File: src/rtl/bcd_pkg.sv
// Shared types and constants for the binary-to-BCD converter.
// Holds the FSM state enum, the add-3 threshold and a digit-count helper.
package bcd_pkg;

    typedef enum logic [1:0] {
        IDLE  = 2'd0,
        SHIFT = 2'd1,
        DONE  = 2'd2
    } conv_state_t;

    localparam logic [3:0] BCD_ADJ_THRESH = 4'd5;

    // Smallest D with 10^D >= 2^w, i.e. ceil(w*log10(2)).
    // 2^w is never a power of ten, so this is floor(w*log10(2)) + 1.
    function automatic int min_digits(input int w);
        longint prod;
        prod = longint'(w) * 64'sd30103;
        return int'(prod / 64'sd100000) + 1;
    endfunction

endpackage

File: src/rtl/bcd_digit_adjust.sv
// Combinational double-dabble nibble correction: adds 3 when digit >= 5.
// Ports: digit (4-bit BCD in), adjusted (4-bit corrected out).
module bcd_digit_adjust
    import bcd_pkg::*;
(
    input  logic [3:0] digit,
    output logic [3:0] adjusted
);

    always_comb begin
        adjusted = digit;
        if (digit >= BCD_ADJ_THRESH) begin
            adjusted = digit + 4'd3;
        end
    end

endmodule

File: src/rtl/bin_to_bcd_converter.sv
// Sequential shift-and-add-3 binary-to-BCD converter, one bit per clock.
// Ports: clock, reset (sync, active-high), start, bin[WIDTH] in;
//        busy, done (1-cycle pulse), bcd[4*DIGITS], blank[DIGITS] out.
module bin_to_bcd_converter
    import bcd_pkg::*;
#(
    parameter int WIDTH  = 16,
    parameter int DIGITS = 5
)
(
    input  logic                  clock,
    input  logic                  reset,
    input  logic                  start,
    input  logic [WIDTH-1:0]      bin,
    output logic                  busy,
    output logic                  done,
    output logic [4*DIGITS-1:0]   bcd,
    output logic [DIGITS-1:0]     blank
);

    localparam int BCD_W = 4 * DIGITS;
    localparam int SR_W  = BCD_W + WIDTH;
    localparam int CNT_W = $clog2(WIDTH + 1);

    localparam logic [CNT_W-1:0] LAST_SHIFT = CNT_W'(WIDTH - 1);
    // All digits blanked except the units digit.
    localparam logic [DIGITS-1:0] BLANK_ZERO = ~DIGITS'(1);

    if (WIDTH < 1) begin : g_bad_width
        $error("bin_to_bcd_converter: WIDTH must be at least 1");
    end

    if (DIGITS < min_digits(WIDTH)) begin : g_bad_digits
        $error("bin_to_bcd_converter: DIGITS too small for WIDTH");
    end

    conv_state_t        state;
    conv_state_t        state_next;
    logic [SR_W-1:0]    sr;
    logic [SR_W-1:0]    sr_next;
    logic [SR_W-1:0]    sr_adj;
    logic [SR_W-1:0]    sr_shift;
    logic [CNT_W-1:0]   cnt;
    logic [CNT_W-1:0]   cnt_next;
    logic [BCD_W-1:0]   bcd_final;
    logic [DIGITS-1:0]  blank_next;
    logic               load_out;
    logic               zero_run;

    // Unconsumed binary bits pass through untouched; only the
    // BCD nibbles above them receive the add-3 correction.
    assign sr_adj[WIDTH-1:0] = sr[WIDTH-1:0];

    for (genvar i = 0; i < DIGITS; i++) begin : g_adj
        bcd_digit_adjust u_adj (
            .digit    (sr[WIDTH + 4*i +: 4]),
            .adjusted (sr_adj[WIDTH + 4*i +: 4])
        );
    end

    assign sr_shift  = sr_adj << 1;
    assign bcd_final = sr_shift[SR_W-1:WIDTH];

    // Blank bit i marks digit i and every higher digit as zero.
    always_comb begin
        blank_next = '0;
        zero_run   = 1'b1;
        for (int i = DIGITS - 1; i >= 1; i--) begin
            zero_run      = zero_run & (bcd_final[4*i +: 4] == 4'd0);
            blank_next[i] = zero_run;
        end
    end

    always_comb begin
        state_next = state;
        sr_next    = sr;
        cnt_next   = cnt;
        load_out   = 1'b0;
        unique case (state)
            IDLE: begin
                if (start) begin
                    sr_next    = {{BCD_W{1'b0}}, bin};
                    cnt_next   = '0;
                    state_next = SHIFT;
                end
            end
            SHIFT: begin
                sr_next  = sr_shift;
                cnt_next = cnt + CNT_W'(1);
                if (cnt == LAST_SHIFT) begin
                    state_next = DONE;
                    load_out   = 1'b1;
                end
            end
            DONE: begin
                state_next = IDLE;
            end
            default: begin
                state_next = IDLE;
            end
        endcase
    end

    always_ff @(posedge clock) begin
        if (reset) begin
            state <= IDLE;
            sr    <= '0;
            cnt   <= '0;
            bcd   <= '0;
            blank <= BLANK_ZERO;
        end else begin
            state <= state_next;
            sr    <= sr_next;
            cnt   <= cnt_next;
            if (load_out) begin
                bcd   <= bcd_final;
                blank <= blank_next;
            end
        end
    end

    assign busy = (state != IDLE);
    assign done = (state == DONE);

endmodule

File: config.mk
export PLATFORM = sky130hd
export DESIGN_NAME = bin_to_bcd_converter
export DESIGN_NICKNAME = d
export VERILOG_FILES = /design/src/rtl/bcd_pkg.sv /design/src/rtl/bcd_digit_adjust.sv /design/src/rtl/bin_to_bcd_converter.sv
export SDC_FILE = /design/constraint.sdc
export NUM_CORES = 1
export LEC_CHECK = 0
export ABC_AREA = 1
export CORE_MARGIN = 2
export CORE_UTILIZATION = 58
export DETAILED_ROUTE_END_ITERATION = 8
export HOLD_SLACK_MARGIN = 0.1
export PLACE_DENSITY = 0.9
export SLEW_MARGIN = 15
export SYNTH_ARGS = -nofsm -noshare
export SYNTH_HDL_FRONTEND = slang
export SYNTH_SLANG_ARGS = --single-unit
File: constraint.sdc
create_clock -name clock -period 2.2 [get_ports clock]
set_input_delay 0.44 -clock clock [delete_from_list [all_inputs] [get_ports clock]]
set_output_delay 0.44 -clock clock [all_outputs]
set_load 0.03 [all_outputs]
==> results.cfg, run 1 <==
[yosys]
yosysMostFrequentCell = nand2_1
yosys.area.top_type = dfxtp_1
yosysSeqAreaShare_pct = 43.2
synth-seq-cells = 67
ys_async_sr_fraction_pct = 0
synth_edf_count = 0
yosysWarnings = 0
postSynthNetCount = 446
ys_top_cells_by_count = nand2_1 (94), dfxtp_1 (67), inv_1 (49)
syn_area_per_cell_um2 = 7.47
synthTopCellsByArea = dfxtp_1 (43%), nand2_1 (11%), a21oi_1 (7.3%)
synth_area_um2 = 3100
ys_types = 33
netlist_instances = 415
synth.top_cell.area_share_pct = 43.2
synth_flop_cell = dfxtp_1

[clock_tree]
cts_setup_buffers = 0
postCtsHoldBufs = 0
cts_tree = yes
root_buffer = clkbuf_8
clockBufferDepth = 2
cts.htree.levels = 3
clk_pin_slew_ns = 0.07
ctsResizeCount = 0
insertion_delay_ns = 0.34
cts_inserted_buffers = 9
clock-sinks = 67

[timing]
fmax_ghz = 0.485
tns_ns = 0
rsz0062_at_grt = false
hold_viol_final = 0
setup_viol = 0
period_share_pct = 93.8
final.setup_skew_ns = 0.00848
min_period_ns = 2.06
slew_viol_final = 0

[routing]
vias = 2969
wire_per_inst_um = 13.8
wl_met3_um = 345
top_layer_used = met4
drtPass1Iterations = 4
wl_um = 7340
routed_via_density = 5.59
drcViolationCount = 0
drt_iter0_markers = 205
wl_met2_um = 3530
wl_met1_um = 3270
ant_nets = 0

[power]
finalPower_mw = 2.38
ir_drop_mv = 0.497
power_leakage_nw = 1.51
powerDensity_nw_per_um2 = 629

[critical_path]
path_class = flip-flop to output port
cp_data_required_time_ns = 1.76
start_kind = flip-flop
cp_data_arrival_time_ns = 1.62
crit_fanout = 3
crit_path_top_delay_cell = clkdlybuf4s50_1
critPathMaxStageDelay_ns = 0.69
crit_chain = inv_2, nor2_1, clkdlybuf4s50_1
cp-end-kind = output port

[floorplanning]
row_count = 26
start_util_pct = 60.3
dieArea_um2 = 5950
io_pins = 46
die_w_um = 77.1
core_um2 = 5140
die_height_um = 77.1

[grt]
antenna_found_initial = 0
grt_pass1_wl_um = 12600
grt_remaining_overflow = 0
track_usage_pct = 26.1
grt_pass1_vias = 2774
grt_max_degree = 25

[finish]
synthToLayoutAreaGrowth_pct = 21.8
antenna_cells_inserted = 0
layout.nets = 489
seqCellArea_um2 = 1340
nFillCells = 406
multi_input_area_um2 = 1450
layout-drive-gt1-share_pct = 6.94

[hold_path]
worstHoldPathType = flip-flop to flip-flop

[placement]
portBuffers = 44
detailed_place_hpwl_um = 5090
gp_congestion = 0.818

[status]
outcome = finished, final reports clean

[flow_run]
drv_cap = 0
## cells by family (layout without fill, tap and decap cells)
kind of cell / Yosys count / count (layout) / share of synthesized area (%)
simple gates: 164 / 164 / 23.8
compound gates: 94 / 94 / 17.7
buf+inv: 76 / 122 / 10.0
flops: 67 / 67 / 43.2
fa+ha+maj: 12 / 12 / 4.84
other cells: 1 / 1 / 0.121
xor+xnor: 1 / 1 / 0.282
## state kept, by name, indices dropped and copies added (netlist names)
signal and cells:
cnt 5, blank 4, sr 36, bcd 20, state 2
## final timing paths
| path | slack, ns | from | to | depth (start not counted) |
|---|---|---|---|---|
| max | 0.14 | state[1]$_SDFFE_PP0P_ | done | 3 |
| min | 0.45 | sr[2]$_SDFFE_PP0P_ | sr[2]$_SDFFE_PP0P_ | 2 |
| max reg2reg | 0.26 | cnt[0]$_SDFFE_PP0P_ | bcd[1]$_SDFFE_PP0P_ | 9 |
| min reg2reg | 0.45 | sr[2]$_SDFFE_PP0P_ | sr[2]$_SDFFE_PP0P_ | 2 |
## placed cells by master, fill, tap and decap left out, types with 3 or more instances in the layout
master           count
a21oi_1             45
buf_4                5
clkbuf_8            11
clkdlybuf4s50_1     44
dfxtp_1             67
ha_1                12
inv_1               49
inv_2                7
nand2_1             94
nand3_1             38
nand4_1              9
nor2_1              14
nor2_4               3
o21ai_0             16
o21ai_1             10
o221ai_1            15
## per-stage QoR
stage / util, % / setup slack (ns) / hold WS (ns) / std cells / area (µm²)
floorplan: - / 0.693 / 0.424 / 415 / 3100
global placement: 70.2 / 0.383 / 0.432 / 517 / 3610
detailed placement: 70.2 / 0.335 / 0.439 / 517 / 3610
CTS: 73.5 / 0.122 / 0.449 / 531 / 3780
global route: 73.5 / 0.0786 / 0.471 / 531 / 3780
finish: 73.5 / 0.137 / 0.448 / 531 / 3780
## critical path: cells and delay by family, from the launching register on
| kind | cells | cell delay (ns) |
|---|---|---|
| DFF | 1 | 0.39 |
| and+or+nand+nor | 1 | 0.13 |
| buffers and inverters | 2 | 0.77 |
## per-layer routing
layer  track usage, %  vias up
met3             3.88       19
met5                0        -
li1                 -     1465
met2             44.5       80
met4             11.1        0
met1             32.9     1405
## report_power, final
part	total (mW)	internal, mW	switching [mW]
Combinational	0.213	0.0884	0.124
Sequential	1.27	1.25	0.0204
Clock	0.895	0.457	0.438
## final cells by class
class | instances | area share [%]
clock inverters | 2 | 0.331
clock buffers | 12 | 4.11
flip-flops and latches | 67 | 35.5
repair buffers | 51 | 13.7
inverters | 57 | 5.66
multi-input cells | 272 | 38.4
well taps | 70 | 2.32
(Power assumes the default switching activity.)
==> run 2: changes to the inputs <==
- CORE_UTILIZATION: 58 -> 59
- SYNTH_HIERARCHICAL: default -> 1
==> run 2 against run 1 <==
Register-to-register slack better by 0.10 ns; via count up 12%; worst setup slack worse by 0.046 ns; routed wire length is 7.3% higher; design area grew 10%; largest power group is now clock.
==> results.cfg, run 2 <==
[yosys]
yosysWarnings = 6
syn_area_per_cell_um2 = 7.07
netlist_instances = 492
synth_area_um2 = 3480
postSynthNetCount = 523

[clock_tree]
root_buffer = clkbuf_8
cts.htree.levels = 3
clk_pin_slew_ns = 0.07
cts_inserted_buffers = 9
postCtsHoldBufs = 0
clock-sinks = 67
insertion_delay_ns = 0.35
clockBufferDepth = 2
cts_tree = yes

[placement]
detailed_place_hpwl_um = 5190
numPlacedInstances = 587
portBuffers = 44
gp_congestion = 0.920
place_ws_ns = 0.299

[finish]
nFillCells = 408
layout.nets = 558
synthToLayoutAreaGrowth_pct = 19.6
largest_reg_flops = 36
layout-drive-gt1-share_pct = 11.7
largest-register = sr
antenna_cells_inserted = 0
largestRegisters = sr: 36 flops, bcd: 20 flops, cnt: 5 flops
final_cell_mix = nand2_1 (133), dfxtp_1 (66), nand3_1 (63), nor2_1 (52), a21oi_1 (48)
fin_cells = 604
final_common_cell = nand2_1

[timing]
tns_ns = 0
rsz0062_at_grt = false
worstMarginPinSlew_ns = 0.551
slew_headroom_pct = 63.3
min_period_ns = 2.11
hold_viol_final = 0
fmax_ghz = 0.474
period_share_pct = 95.9
final.setup_skew_ns = 0.00615
fin_ws_ns = 0.0911
slew_viol_final = 0
setup_viol = 0

[status]
outcome = finished, final reports clean

[hold_path]
worstHoldPathType = flip-flop to flip-flop
worstHoldEndpoint = bcd[11]$_SDFFE_PP0P_
hold_start = bcd[11]$_SDFFE_PP0P_
holdPathStages = 2

[routing]
wire_per_inst_um = 13.0
vias = 3311
wl_um = 7880
ant_nets = 0
drtPass1Iterations = 7
routed_via_density = 5.48
drt_iter0_markers = 223
drcViolationCount = 0

[floorplanning]
row_count = 27
io_pins = 46
die_w_um = 80.8
core_um2 = 5610
dieArea_um2 = 6530
start_util_pct = 62.0
die_height_um = 80.8

[critical_path]
cp.depth = 3
crit_chain = nor2_4, inv_1, clkdlybuf4s50_1
cp-end-kind = output port
path_class = flip-flop to output port
rr_worst_depth = 9
r2r_start = cnt[0]$_SDFFE_PP0P_
reg2reg_slack_ns = 0.36
cp_data_required_time_ns = 1.76
critPathMaxStageDelay_ns = 0.66
crit_path_top_delay_cell = clkdlybuf4s50_1
crit_family = buffers and inverters
cp_data_arrival_time_ns = 1.67
r2r_end = blank[3]$_SDFFE_PP1P_
crit_fanout = 4
start_kind = flip-flop
critPathBufInv = 2

[power]
ir_drop_mv = 0.547
power_leakage_nw = 1.61
finalPower_mw = 2.90
powerDensity_nw_per_um2 = 697

[grt]
grt_max_degree = 55
grt_pass1_wl_um = 13100
grt_remaining_overflow = 0
track_usage_pct = 26.0
grt_pass1_vias = 3042
antenna_found_initial = 0

[flow_run]
drv_cap = 0
## run 2: cell types whose count changed in the layout (fill, tap and decap cells not counted), sizes merged, moves of 2 or more
cell	before	now
inv	56	43
nand4	9	0
bufinv	0	5
nand3	39	64
o21ai	26	18
o211ai	2	0
nor2	17	64
nand2	95	141
clkdlybuf4s50	44	42
o221ai	15	0
clkbuf	12	9
a21oi	45	52
## run 2: worst min-delay path, cell delays in order (launching register included)
cell	delay [ns]
dfxtp_1	0.31
nand2_1	0.06
a21oi_1	0.05
## run 2: how the worst max path moves through the flow
stage	from	endpoint
finish	state[1]$_SDFFE_PP0P_	busy
global route	state[1]$_SDFFE_PP0P_	busy
CTS	state[0]$_SDFFE_PP0P_	busy
detailed placement	state[0]$_SDFFE_PP0P_	busy
global placement	state[0]$_SDFFE_PP0P_	busy
floorplan	cnt[0]$_SDFFE_PP0P_	bcd[0]$_SDFFE_PP0P_
## run 2: power by group
part,internal [mW],switching [mW]
clock,0.981,0.480
combinational,0.0719,0.115
sequential,1.23,0.0168
total,2.29,0.611
## run 2: layer usage
layer	vias up	track usage (%)	part of all wire [%]
met1	1523	30.1	42
met5	-	0	0
met3	16	6.67	6.4
met2	128	44.9	50
li1	1644	-	-
met4	0	12.4	1.8
## run 2: layout make-up
class	count	area, µm²	area share (%)
clock buffer	9	124	2.98
clock inverter	7	164	3.94
multi-input combinational	356	1780	42.9
sequential	67	1340	32.3
timing repair buffer	50	492	11.8
inverter	43	164	3.94
tap	72	90.1	2.17
## run 2: per-stage QoR
step	hold slack, ns	utilization, %	cell area [µm²]
after floorplan	0.448	-	3480
after global placement	0.454	68.9	3860
after detailed placement	0.455	68.9	3860
after CTS	0.467	74.2	4160
after global routing	0.481	74.2	4160
final	0.466	74.2	4160
## run 2: repair_timing
action	CTS	global route
pin swaps	1	0
gates resized for setup	1	1
buffers inserted	1	0
endpoints found under the setup margin	2	1
